[config.mk]
export PLATFORM = sky130hd
export DESIGN_NAME = month_year
export DESIGN_NICKNAME = d
export VERILOG_FILES = /design/src/rtl/month_year_pkg.sv /design/src/rtl/month_year_bcd_year_counter.sv /design/src/rtl/month_year.sv
export SDC_FILE = /design/constraint.sdc
export NUM_CORES = 1
export LEC_CHECK = 0
export ABC_AREA = 1
export CORE_MARGIN = 4
export CORE_UTILIZATION = 40
export DETAILED_ROUTE_END_ITERATION = 8
export DONT_BUFFER_PORTS = 1
export GPL_TIMING_DRIVEN = 0
export SYNTH_ARGS = -nofsm -noshare
export SYNTH_HDL_FRONTEND = slang
export SYNTH_SLANG_ARGS = --single-unit
[constraint.sdc]
create_clock -name clk_out -period 3.3 [get_ports clk_out]
set_input_delay 0.495 -clock clk_out [delete_from_list [all_inputs] [get_ports clk_out]]
set_output_delay 0.495 -clock clk_out [all_outputs]
set_load 0.005 [all_outputs]
[src/rtl/month_year_pkg.sv]
// Shared calendar definitions for the month/year stage.
//   bcd_t      : one packed BCD digit
//   MONTH_MIN  : lowest legal packed BCD month (01)
//   MONTH_MAX  : highest legal packed BCD month (12)
//   YEAR_MAX   : highest packed BCD year (9999), wraps to 0000
//   bcd_inc    : adds a carry-in to one BCD digit, returns {carry_out, digit}
package month_year_pkg;

  typedef logic [3:0] bcd_t;

  localparam logic [7:0]  MONTH_MIN = 8'h01;
  localparam logic [7:0]  MONTH_MAX = 8'h12;
  localparam logic [15:0] YEAR_MAX  = 16'h9999;

  function automatic logic [4:0] bcd_inc(input bcd_t d, input logic cin);
    logic [4:0] r;
    r = {1'b0, d};
    if (cin) begin
      if (d >= 4'd9) r = {1'b1, 4'h0};
      else           r = {1'b0, d + 4'd1};
    end
    return r;
  endfunction

endpackage

[src/rtl/month_year_bcd_year_counter.sv]
// Four-digit ripple-carry BCD year counter.
//   clk      : system clock, rising edge
//   rst      : synchronous active-high reset, loads RESET_YEAR
//   inc      : advance the year by one (9999 wraps to 0000)
//   load     : take load_val on the next edge, overrides inc
//   load_val : packed BCD year to load, already validated by the caller
//   year     : packed BCD year {thousands, hundreds, tens, ones}
//   wrap     : combinational, high while inc would roll 9999 over to 0000
module bcd_year_counter
  import month_year_pkg::*;
#(
  parameter logic [15:0] RESET_YEAR = 16'h2015
) (
  input  logic        clk,
  input  logic        rst,
  input  logic        inc,
  input  logic        load,
  input  logic [15:0] load_val,
  output logic [15:0] year,
  output logic        wrap
);

  logic [15:0] year_q, year_d;
  logic [15:0] year_nxt;
  logic [4:0]  carry;

  // Carry ripples from the ones digit upward; carry[4] out of the thousands
  // digit means every digit was 9.
  always_comb begin
    year_nxt = year_q;
    carry    = '0;
    carry[0] = inc;
    for (int i = 0; i < 4; i++) begin
      {carry[i+1], year_nxt[i*4 +: 4]} = bcd_inc(year_q[i*4 +: 4], carry[i]);
    end
  end

  always_comb begin
    year_d = year_q;
    if (load)     year_d = load_val;
    else if (inc) year_d = year_nxt;
  end

  always_ff @(posedge clk) begin
    if (rst) year_q <= RESET_YEAR;
    else     year_q <= year_d;
  end

  assign year = year_q;
  assign wrap = carry[4];

endmodule

[src/rtl/month_year.sv]
// Calendar month/year stage fed by the day counter's end-of-month carry.
//   clk_out            : system clock, rising edge
//   rst                : synchronous active-high reset
//   increase           : end-of-month pulse, advances month (and year after 12)
//   load, load_m*/y*   : parallel date load, applied only if the date is legal
//   month1/month0      : BCD month digits, also used by the day stage for limits
//   year3..year0       : BCD year digits
//   leap               : combinational Gregorian leap-year flag
//   over               : combinational, high while the year is wrapping 9999->0000
//   load_err           : high for one cycle after a rejected load
module month_year
  import month_year_pkg::*;
#(
  parameter logic [7:0]  RESET_MONTH = 8'h01,
  parameter logic [15:0] RESET_YEAR  = 16'h2015
) (
  input  logic       clk_out,
  input  logic       rst,
  input  logic       increase,
  input  logic       load,
  input  logic [3:0] load_m1,
  input  logic [3:0] load_m0,
  input  logic [3:0] load_y3,
  input  logic [3:0] load_y2,
  input  logic [3:0] load_y1,
  input  logic [3:0] load_y0,
  output logic [3:0] month1,
  output logic [3:0] month0,
  output logic [3:0] year3,
  output logic [3:0] year2,
  output logic [3:0] year1,
  output logic [3:0] year0,
  output logic       leap,
  output logic       over,
  output logic       load_err
);

  // True when the two-digit BCD number {t,o} is divisible by four.
  function automatic logic div4(input bcd_t t, input bcd_t o);
    logic o_even4, o_odd4;
    o_even4 = (o == 4'd0) || (o == 4'd4) || (o == 4'd8);
    o_odd4  = (o == 4'd2) || (o == 4'd6);
    return (!t[0] && o_even4) || (t[0] && o_odd4);
  endfunction

  logic [7:0]  month_q, month_d;
  logic        load_err_q, load_err_d;
  logic [15:0] year;
  logic [15:0] load_year;
  logic [7:0]  load_month;
  logic        digits_ok, load_ok;
  logic        year_inc;
  logic        year_wrap;
  logic [4:0]  m0_inc;
  logic [7:0]  month_nxt;

  assign load_month = {load_m1, load_m0};
  assign load_year  = {load_y3, load_y2, load_y1, load_y0};

  // With every digit already known to be <=9, packed BCD compares like binary.
  assign digits_ok = (load_m1 <= 4'd9) && (load_m0 <= 4'd9) && (load_y3 <= 4'd9) &&
                     (load_y2 <= 4'd9) && (load_y1 <= 4'd9) && (load_y0 <= 4'd9);
  assign load_ok   = digits_ok && (load_month >= MONTH_MIN) && (load_month <= MONTH_MAX);

  // A load of any kind swallows a coincident increase.
  assign year_inc = increase && !load && (month_q == MONTH_MAX);

  always_comb begin
    m0_inc    = bcd_inc(month_q[3:0], 1'b1);
    month_nxt = {month_q[7:4] + {3'b000, m0_inc[4]}, m0_inc[3:0]};
    if (month_q == MONTH_MAX) month_nxt = MONTH_MIN;
  end

  always_comb begin
    month_d    = month_q;
    load_err_d = 1'b0;
    if (load) begin
      if (load_ok) month_d    = load_month;
      else         load_err_d = 1'b1;
    end else if (increase) begin
      month_d = month_nxt;
    end
  end

  always_ff @(posedge clk_out) begin
    if (rst) begin
      month_q    <= RESET_MONTH;
      load_err_q <= 1'b0;
    end else begin
      month_q    <= month_d;
      load_err_q <= load_err_d;
    end
  end

  bcd_year_counter #(
    .RESET_YEAR(RESET_YEAR)
  ) u_year (
    .clk      (clk_out),
    .rst      (rst),
    .inc      (year_inc),
    .load     (load && load_ok),
    .load_val (load_year),
    .year     (year),
    .wrap     (year_wrap)
  );

  assign month1   = month_q[7:4];
  assign month0   = month_q[3:0];
  assign year3    = year[15:12];
  assign year2    = year[11:8];
  assign year1    = year[7:4];
  assign year0    = year[3:0];
  assign load_err = load_err_q;
  assign over     = year_wrap;

  // Century years (lower digits 00) fall back to divisibility of the upper digits.
  assign leap = (year[7:0] != 8'h00) ? div4(year[7:4], year[3:0])
                                     : div4(year[15:12], year[11:8]);

endmodule

## Yosys cells after proc, flatten, opt, wreduce, memory -nomap -nowiden

Index checks and enable logic that the tools add are counted.

- Add/subtract/negate cells: 6
- Multipliers: 0
- Div/mod/pow operators: 0
- $lt $le $gt $ge: 13
- Eq/ne operators: 10
- Shifts and indexed selects: 0
- Muxes and demuxes: 17
- Bitwise gates (word level): 1
- Reductions and logical operators: 38

Operator list:

| cell | number |
|---|---|
| 2-to-1 mux 5 bit | 9 |
| 2-to-1 mux 16 bit | 2 |
| 2-to-1 mux 8 bit | 4 |
| <= comparator 4 bit (second input constant) | 6 |
| adder 4 x 1 -> 4 bit (second input constant) | 5 |
| greater-or-equal comparator 4 bit (second input constant) | 5 |
| equality test 4 x 3 -> 1 bit (second input constant) | 4 |
| logical AND 1 bit | 14 |
| nonzero test 2 bit | 5 |
| equality test 4 x 2 -> 1 bit (second input constant) | 2 |
| equality test 4 bit (second input constant) | 2 |
| equality test 8 x 5 -> 1 bit (second input constant) | 1 |
| greater-or-equal comparator 8 x 1 -> 1 bit (second input constant) | 1 |
| <= comparator 8 x 5 -> 1 bit (second input constant) | 1 |
| zero test 4 bit | 2 |
| logical OR 1 bit | 8 |
| AND reduction 2 bit | 4 |
| nonzero test 8 bit | 1 |
| adder 4 x 1 -> 4 bit | 1 |
| zero test 1 bit | 3 |
| 2-to-1 mux 1 bit | 2 |
| != test 2 x 1 -> 1 bit (second input constant) | 1 |
| OR reduction 2 bit | 1 |
| inverter 1 bit | 1 |

- Register bits after elaboration: 25
- Bits in latches: 0
- Memory bits (writable): 0
- Memory bits (read-only): 0
- Output and inout bits: 27
- Logic and storage cells: 91
- Memories kept: 0

## Depth between registers and ports, before layout

Gate-level depths: netlist of the first run.

- Depth after elaboration: 11
- Gate-level depth with buffers: 12

## By module

From an unflattened synthesis of the first run, not the netlist that was laid out.

- Cell total of the unflattened synthesis: 296
- Area, all modules: 2035.7 µm²

Modules (own cells, without submodules):

| module | instances | cells an instance | area each (µm²) |
|---|---|---|---|
| bcd_year_counter | 1 | 166 | 1166.1 |
| month_year | 1 | 130 | 869.6 |

## Least setup slack after synthesis of the first run

No wires, ideal clock.

- Path kind: reg2out
- Start: reg u_year.year_q[4] (netlist: u_year.year[4])
- End: out over
- Data arrival time: 1.358 ns
- Required time: 2.805 ns
- Slack: 1.447 ns
- Stages on the path, launching flop included: 6
- Path buffers: 0
- Cells stage by stage: dfxtp_1 > inv_1 > ha_1 > a31oi_4 > nand4_2 > nor2_1

- Longest elaborated chain between the ends: 5

Ends and longest elaborated chain:

| element | RTL line | text |
|---|---|---|
| start, declared | month_year_bcd_year_counter.sv:23 | `logic [15:0] year_q, year_d;` |
| start signal, assigned | month_year_bcd_year_counter.sv:46 | `else year_q <= year_d;` |
| greater-or-equal comparator 4 bit | month_year_pkg.sv:19 | `if (d >= 4'd9) r = {1'b1, 4'h0};` |
| 2-to-1 mux 5 bit | month_year_pkg.sv:19 |  |
| 2-to-1 mux 5 bit (3 in a row) | month_year_pkg.sv:18 | `if (cin) begin` |
| end, declared | month_year.sv:34 | `output logic over,` |

No other way between the ends. The select of a mux whose other input is x is not followed.

## Worst setup path in the final report of the first run

Same ends and word-level chain as after synthesis.

==> impl_metrics.csv, run 1 <==
group,metric,value,unit
final_layout,multiInputGateArea,1370,um^2
floorplan,dieArea,6450,um^2
global_routing,grt_util_met2,30.5,%
worst_setup_path,cp-start-kind,"register",
global_routing,grt-busiest-layer,"met2",
worst_setup_path,timing.critical_path.to_type,"output port",
global_routing,grt_pass1_vias,1916,
worst_setup_path,path_class,"reg2out",
sta,max_slew.worst_pin.slew,0.502,ns
sta,final-max-slew-violation-count,0,
floorplan,start_util,41.2,%
drt,drt.antenna.violating_nets,0,
cts,path_clk_slew,0.10,ns
logic_synthesis,ys_ff_latch,25,
sta,layout_min_cycle_time,2.41,ns
final_layout,area.sequential,500,um^2
drt,drtIter0Drc,84,
logic_synthesis,mappedNetlistNets,370,
cts,cts_repair_resize_count,0,
cts,cts_made_buffers,3,
power,power.density,264,nW/um^2
drt,firstDrtPassIters,4,
placed_design,port_buffers,0,
drt,dr_total_vias,2044,
placed_design,dpl.hpwl,4400,um
drt,drt-vias-per-instance,5.17,
outcome,outcome,"completed",
sta,timing.final.setup_violations,0,
logic_synthesis,distinct_cells_synth,30,
global_routing,gr-usage-met1,21.8,%
sta,setup-tns-final,0,ns
floorplan,chipHeight,80.3,um
final_layout,fillCellCount,558,
global_routing,globalRouteTotalUtil,17.9,%
drt,finalWirelength,5500,um
logic_synthesis,synth_area_leaders,"dfxtp_1, ha_1, nand2_1, nand3_1, inv_1",
global_routing,groute.layer.met3.usage,5.38,%
worst_setup_path,critical_path.max_fanout,10,
worst_setup_path,required,2.80,ns
placed_design,globalplace.congestion,0.818,
cts,worst_skew_pair.late_latency,0.28,ns
sta,final.hold.worst_slack,0.297,ns
final_layout,nNetsFinal,375,
floorplan,rows,26,
drt,drc,0,
cts,cts_num_sinks,25,
floorplan,chipWidth,80.3,um
power,vdd_ir_drop_max,171,uV
cts,cts_tree,"done",
logic_synthesis,netlist.top_cell.by_area,"dfxtp_1",
final_layout,share_of_post_route_cells_with_drive_strength_above_1,10.5,%
sta,max_slew_margin,66.5,%
sta,final-hold-violation-count,0,
worst_setup_path,timing.critical_path.arrival,1.91,ns
worst_setup_path,critical_path.cell_chain,"inv_1 -> ha_1 -> a31oi_4 -> nand4_2 -> nor2_1",
worst_setup_path,critPathBufInv,1,
cts,cts_max_level,1,
cts,cts_hold_repair.buffers,0,
worst_hold_path,worstHoldPathType,"in2reg",
worst_setup_path,cpLargestDelayFamily,"flip-flops",
logic_synthesis,mean_cell_area_of_the_mapped_netlist,6.52,um^2
drt,wire_per_inst,13.9,um
logic_synthesis,synthesis.area,2090,um^2
sta,fmax,415,MHz
logic_synthesis,synth.top_cell.area_share,23.9,%
global_routing,grt_overflow,0,
logic_synthesis,synth_sequential_area_ratio,23.9,%
logic_synthesis,yosys_warnings,0,
final_layout,syn2layout_area_growth,6.40,%
logic_synthesis,post_synth_inst_count,321,
cts,max-clock-path-buffers,2,
sta,rsz0062_at_grt,"false",
global_routing,grt_antenna_before_repair,0,
power,report.power.total,0.588,mW
cts,cts-root-buf,"clkbuf_8",
sta,final_min_period_over_clock_period,73.0,%
floorplan,placeableCoreArea,5070,um^2
final_layout,antenna_cells_inserted,0,
worst_setup_path,stage_delay_of_the_slowest_cell_on_the_critical_path,0.52,ns
global_routing,grt_max_degree,15,
run,drv_cap,0,
floorplan,design.portCount,55,
power,power_leakage,1.08,nW
worst_setup_path,critPathSlowestCell,"dfxtp_1",
global_routing,wire_length_of_the_first_global_routing_pass,9060,um
cts,post_cts_buffers,0,
sta,finClkSkew,0.00561,ns
==> report_power, final <==
group	switching (mW)	total, mW	internal, mW	leakage [nW]
sequential	0.0130	0.323	0.310	0.203
clock	0.106	0.191	0.0848	0.0255
combinational	0.0483	0.0738	0.0255	0.850
==> layout make-up <==
cell class	instances	area share [%]
Buffer	8	1.97
Clock buffer	3	1.85
Clock inverter	1	0.225
Inverter	49	8.26
Multi-Input combinational cell	239	61.3
Sequential cell	25	22.5
Tap cell	70	3.93
==> metal layers <==
layer  wire length, um  up-vias
met4               101        0
met2              2610       51
li1                  -     1051
met3               377       11
met5                 0        -
met1              2410      931
==> logic make-up after synthesis <==
kind of cell	count (synthesis)	share of synthesized area, %
AND/OR/NAND/NOR	169	38.2
buffers and inverters	57	10.9
AO/OA/AOI/OAI	40	10.7
flip-flops	25	23.9
adder cells (fa/ha/maj)	21	12.6
XOR/XNOR	9	3.77
==> stage by stage <==
step | utilization, % | instance area, um^2 | instances | setup slack [ns]
after floorplan | - | 2090 | 321 | 1.45
after global placement | 43.0 | 2180 | 391 | 1.21
after detailed placement | 43.0 | 2180 | 391 | 1.21
after CTS | 43.9 | 2230 | 395 | 0.890
after global routing | 43.9 | 2230 | 395 | 0.761
final | 43.9 | 2230 | 395 | 0.891
==> registers in the layout, summed over array words and instances, names as in the netlist <==
name and count:
u_year.year 16, month_q 8, load_err 1
==> worst paths after layout <==
| check | start | end | slack [ns] | depth (start not counted) |
|---|---|---|---|---|
| worst min register to register | u_year.year[7] | u_year.year[7] | 0.54 | 2 |
| worst max register to register | month_q[1] | month_q[6] | 1.35 | 12 |
| worst max-delay path | u_year.year[4] | over | 0.89 | 5 |
| worst min-delay path | rst | load_err | 0.30 | 1 |
==> layout by cell type (no fill, tap or decap), drive strengths merged <==
cell type  count
nand2         65
inv           49
nor2          44
nand3         35
dfxtp         25
o21ai         25
ha            21
nand4         18
a21oi         12
buf            6
xor2           5
clkbuf         5
xnor2          4
nor3           4
nand3b         2
a31oi          2
or2            1
a211oi         1
clkinv         1
==> Yosys cell counts <==
library cell and instances:
nor2_4 2, buf_6 1, ha_1 21, inv_2 9, buf_2 5, nand3b_1 2, nor3_2 2, a31oi_4 1
xor2_1 5, dfxtp_1 25, nor2_2 2, a31oi_1 1, nand2_2 3, a21oi_1 12, nand3_1 33, nor2_1 40
o21ai_0 12, nor3_1 2, nand3_4 1, nand4_1 17, nand3_2 1, nand4_2 1, clkbuf_1 2, or2_2 1
a211oi_1 1, xnor2_1 4, o21ai_1 12, nand2_1 62, inv_1 40, o21ai_2 1
(Power assumes the default switching activity.)
==> inputs of run 2 (changes only) <==
==> constraint.sdc (replaced) <==
create_clock -name clk_out -period 2 [get_ports clk_out]
set_input_delay 0.3 -clock clk_out [delete_from_list [all_inputs] [get_ports clk_out]]
set_output_delay 0.3 -clock clk_out [all_outputs]
set_load 0.005 [all_outputs]
==> impl_metrics.csv, run 2 (same netlist as run 1, synthesis figures left out) <==
group,metric,value,unit
global_routing,grt_pass1_vias,1959,
sta,max_slew.worst_pin.slew,0.500,ns
floorplan,design.portCount,55,
cts,cts-root-buf,"clkbuf_8",
cts,cts_made_buffers,3,
floorplan,dieArea,6450,um^2
floorplan,chipHeight,80.3,um
worst_hold_path,worstHoldStart,"rst",
worst_setup_path,timing.critical_path.to_type,"output port",
placed_design,dp.cells,391,
run,drv_cap,0,
sta,rsz0062_at_grt,"true",
sta,fmax,528,MHz
sta,final_min_period_over_clock_period,94.6,%
sta,final-hold-violation-count,0,
power,power_leakage,1.12,nW
outcome,outcome,"completed",
cts,max-clock-path-buffers,2,
worst_setup_path,timing.critical_path.arrival,1.59,ns
worst_setup_path,path_class,"reg2out",
cts,cts_max_level,1,
placed_design,detailedPlace.worstSlack,0.0667,ns
drt,drt.antenna.violating_nets,0,
drt,drt-vias-per-instance,5.20,
sta,layout_setup_ws,0.107,ns
placed_design,globalplace.congestion,0.818,
sta,timing.final.setup_violations,0,
sta,layout_min_cycle_time,1.89,ns
global_routing,grt_overflow,0,
sta,max_slew_margin,66.7,%
power,report.power.total,0.983,mW
worst_setup_path,critical_path.max_fanout,9,
global_routing,wire_length_of_the_first_global_routing_pass,9270,um
sta,final.hold.worst_slack,0.101,ns
drt,wire_per_inst,14.1,um
drt,firstDrtPassIters,4,
final_layout,nNetsFinal,383,
final_layout,final_cell_count_without_fillers,403,
placed_design,port_buffers,0,
global_routing,grt_antenna_before_repair,0,
worst_hold_path,hold-path-cell-count,1,
cts,path_clk_slew,0.10,ns
placed_design,dpl.hpwl,4400,um
worst_setup_path,worst_r2r_startpoint,"month_q[0]",
floorplan,placeableCoreArea,5070,um^2
power,power.density,420,nW/um^2
worst_hold_path,hold-path-endpoint,"load_err",
final_layout,finish.instance_area,2340,um^2
floorplan,start_util,41.2,%
floorplan,chipWidth,80.3,um
power,vdd_ir_drop_max,285,uV
worst_setup_path,worstRegToRegCells,13,
worst_setup_path,r2r-end,"month_q[6]",
worst_setup_path,cp-start-kind,"register",
cts,cts_num_sinks,25,
global_routing,grt_max_degree,15,
global_routing,globalRouteTotalUtil,18.3,%
worst_setup_path,ff2ff_setup_slack,0.15,ns
cts,cts_tree,"done",
drt,dr_total_vias,2097,
drt,drtIter0Drc,89,
drt,finalWirelength,5690,um
final_layout,most_frequent_cells_in_the_layout,"nand2_1, nor2_1, inv_1",
cts,worst_skew_pair.late_latency,0.28,ns
placed_design,detailed_place.area,2180,um^2
final_layout,antenna_cells_inserted,0,
final_layout,syn2layout_area_growth,11.8,%
final_layout,final_common_cell,"nand2_1",
floorplan,rows,26,
worst_setup_path,required,1.70,ns
cts,cts_hold_repair.buffers,0,
final_layout,largest_reg_flops,16,
drt,drc,0,
worst_hold_path,worstHoldPathType,"in2reg",
final_layout,share_of_post_route_cells_with_drive_strength_above_1,17.7,%
sta,finClkSkew,0.00519,ns
sta,final-max-slew-violation-count,0,
## run 2: final cells by class
class / count / area [um^2]
fillers: 549 / 2730
clock buffers: 3 / 41.3
inverters: 49 / 184
flip-flops and latches: 25 / 514
plain buffers: 8 / 43.8
clock inverters: 1 / 5.00
multi-input cells: 239 / 1410
repair buffers: 8 / 60.1
well taps: 70 / 87.6
## run 2: where the power goes
group	total [mW]	switching, mW	internal (mW)
Sequential	0.534	0.0230	0.511
Clock	0.317	0.178	0.140
Combinational	0.131	0.0834	0.0474
Total	0.983	0.284	0.699
## run 2: what timing repair did
action | CTS | global route
endpoints found under the setup margin | 1 | 6
pin swaps | 5 | 4
buffers inserted | 5 | 3
gates resized for setup | 13 | 11
hold endpoints to repair | 0 | 0
## run 2: worst max-delay path by stage
stage	start	to	slack (ns)	depth (start not counted)
floorplan	month_q[1]	month_q[6]	0.26	12
global placement	month_q[1]	month_q[6]	0.08	12
detailed placement	month_q[1]	month_q[6]	0.07	12
CTS	month_q[0]	over	0.001	8
global route	month_q[1]	month_q[6]	-0.04	12
finish	u_year.year[4]	over	0.11	5
## run 2: worst max-delay path, stage by stage, from the launching register on
cell	delay, ns
dfxtp_2	0.44
inv_1	0.09
ha_1	0.23
a31oi_4	0.25
nand4_4	0.17
nor2_4	0.14
## run 2: stage by stage
step                      TNS [ns]  utilization [%]
after floorplan                  0                -
after global placement           0             43.0
after detailed placement         0             43.0
after CTS                        0             45.4
after global routing       -0.0440             46.1
final                            0             46.1
## run 2: routing by layer
| layer | vias to the layer above | share of wire, % | track usage [%] |
|---|---|---|---|
| li1 | 1067 | - | - |
| met1 | 956 | 43 | 22.1 |
| met2 | 62 | 48 | 31.5 |
| met3 | 12 | 6.5 | 5.49 |
| met4 | 0 | 1.8 | 4.56 |
| met5 | - | 0 | 0 |
==> inputs of run 3 (changes only) <==
==> constraint.sdc (replaced) <==
create_clock -name clk_out -period 2.2 [get_ports clk_out]
set_input_delay 0.33 -clock clk_out [delete_from_list [all_inputs] [get_ports clk_out]]
set_output_delay 0.33 -clock clk_out [all_outputs]
set_load 0.005 [all_outputs]
==> impl_metrics.csv, run 3 (same netlist as run 1, synthesis figures left out) <==
group,metric,value,unit
worst_setup_path,stage_delay_of_the_slowest_cell_on_the_critical_path,0.44,ns
sta,final-hold-violation-count,0,
sta,rsz0062_at_grt,"false",
cts,worst_skew_pair.late_latency,0.28,ns
worst_setup_path,worstRegToRegCells,12,
placed_design,dpl.hpwl,4400,um
sta,final.hold.worst_slack,0.137,ns
sta,max_slew_margin,66.9,%
placed_design,globalplace.congestion,0.818,
drt,finalWirelength,5510,um
global_routing,grt-busiest-layer,"met2",
drt,firstDrtPassIters,4,
global_routing,grt_max_degree,15,
worst_setup_path,path_class,"reg2out",
worst_hold_path,worstHoldPathType,"in2reg",
global_routing,globalRouteTotalUtil,17.9,%
final_layout,syn2layout_area_growth,7.29,%
worst_setup_path,cp-start-kind,"register",
worst_setup_path,critPathSlowestCell,"dfxtp_2",
worst_setup_path,critical_path.max_fanout,10,
cts,cts_max_level,1,
power,power.density,393,nW/um^2
global_routing,gr-usage-met1,21.8,%
floorplan,design.portCount,55,
sta,final_min_period_over_clock_period,94.7,%
floorplan,chipWidth,80.3,um
worst_hold_path,worstHoldStart,"rst",
power,vdd_ir_drop_max,256,uV
worst_setup_path,required,1.87,ns
worst_setup_path,critPathBufInv,1,
cts,path_clk_slew,0.09,ns
drt,wire_per_inst,13.9,um
sta,fmax,480,MHz
run,drv_cap,0,
outcome,outcome,"completed",
worst_setup_path,timing.critical_path.to_type,"output port",
worst_setup_path,cpLargestDelayFamily,"flip-flops",
cts,max-clock-path-buffers,2,
worst_setup_path,ff2ff_setup_slack,0.32,ns
worst_setup_path,timing.critical_path.arrival,1.75,ns
sta,final-max-slew-violation-count,0,
sta,layout_min_cycle_time,2.08,ns
global_routing,grt_overflow,0,
drt,dr_total_vias,2041,
floorplan,placeableCoreArea,5070,um^2
final_layout,most_frequent_cells_in_the_layout,"nand2_1, inv_1, nor2_1",
drt,drc,0,
final_layout,antenna_cells_inserted,0,
global_routing,grt_antenna_before_repair,0,
sta,finClkSkew,0.00454,ns
cts,cts_tree,"done",
floorplan,dieArea,6450,um^2
floorplan,start_util,41.2,%
final_layout,fin_util,44.3,%
cts,cts_made_buffers,3,
sta,setup-tns-final,0,ns
power,power_leakage,1.08,nW
final_layout,final_common_cell,"nand2_1",
drt,drtIter0Drc,85,
worst_setup_path,critical_path.cell_chain,"inv_1 -> ha_1 -> a31oi_4 -> nand4_2 -> nor2_2",
cts,cts_num_sinks,25,
final_layout,largest_reg_flops,16,
floorplan,rows,26,
global_routing,grt_pass1_vias,1928,
cts,cts_hold_repair.buffers,0,
drt,drt.antenna.violating_nets,0,
global_routing,grt_util_met2,30.5,%
final_layout,nNetsFinal,375,
floorplan,chipHeight,80.3,um
sta,max_slew.worst_pin.slew,0.496,ns
global_routing,groute.layer.met3.usage,5.38,%
final_layout,share_of_post_route_cells_with_drive_strength_above_1,12.0,%
drt,drt-vias-per-instance,5.17,
worst_hold_path,hold-path-endpoint,"load_err",
cts,cts-root-buf,"clkbuf_8",
worst_hold_path,hold-path-cell-count,1,
global_routing,wire_length_of_the_first_global_routing_pass,9090,um
worst_setup_path,r2r-end,"month_q[6]",
final_layout,fillCellCount,556,
placed_design,port_buffers,0,
sta,timing.final.setup_violations,0,
worst_setup_path,worst_r2r_startpoint,"month_q[1]",
==> run 3: where the power goes <==
part | total, mW | switching [mW] | internal (mW)
clock network | 0.286 | 0.158 | 0.127
registers | 0.486 | 0.0203 | 0.465
logic | 0.111 | 0.0727 | 0.0385
==> run 3: how the worst max path moves through the flow <==
| stage | slack (ns) | cells after the start | end | from |
|---|---|---|---|---|
| after global routing | 0.005 | 5 | over | u_year.year[4] |
| after detailed placement | 0.27 | 12 | month_q[6] | month_q[1] |
| after CTS | 0.01 | 8 | over | month_q[0] |
| after global placement | 0.27 | 5 | over | u_year.year[4] |
| after floorplan | 0.46 | 12 | month_q[6] | month_q[1] |
| final | 0.12 | 5 | over | u_year.year[4] |
==> run 3: metal layers <==
metal  wire length, um  share of wire (%)
met5                 0                  0
met4                76                1.4
met3               413                7.5
met2              2630                 48
met1              2390                 43
==> run 3: cell type report <==
| type | count | area (um^2) | share of cell area [%] |
|---|---|---|---|
| Buffer | 8 | 43.8 | 1.95 |
| Clock buffer | 3 | 41.3 | 1.84 |
| Clock inverter | 1 | 5.00 | 0.223 |
| Inverter | 49 | 184 | 8.19 |
| Multi-Input combinational cell | 239 | 1380 | 61.4 |
| Sequential cell | 25 | 505 | 22.5 |
| Tap cell | 70 | 87.6 | 3.90 |
==> run 3: through the flow <==
step	setup WS [ns]	cell area [um^2]	cells	power [mW]
3_5_place_dp	0.267	2180	391	0.606
4_1_cts	0.0149	2230	395	0.898
2_1_floorplan	0.465	2090	321	0.577
6_report	0.116	2250	395	0.882
3_3_place_gp	0.273	2180	391	0.605
5_1_grt	0.00523	2250	395	0.936
==> run 3: what timing repair did <==
item,CTS,global route
endpoints found under the setup margin,1,2
pin swaps,0,1
buffers inserted,0,0
gates resized for setup,1,6
hold endpoints to repair,0,0
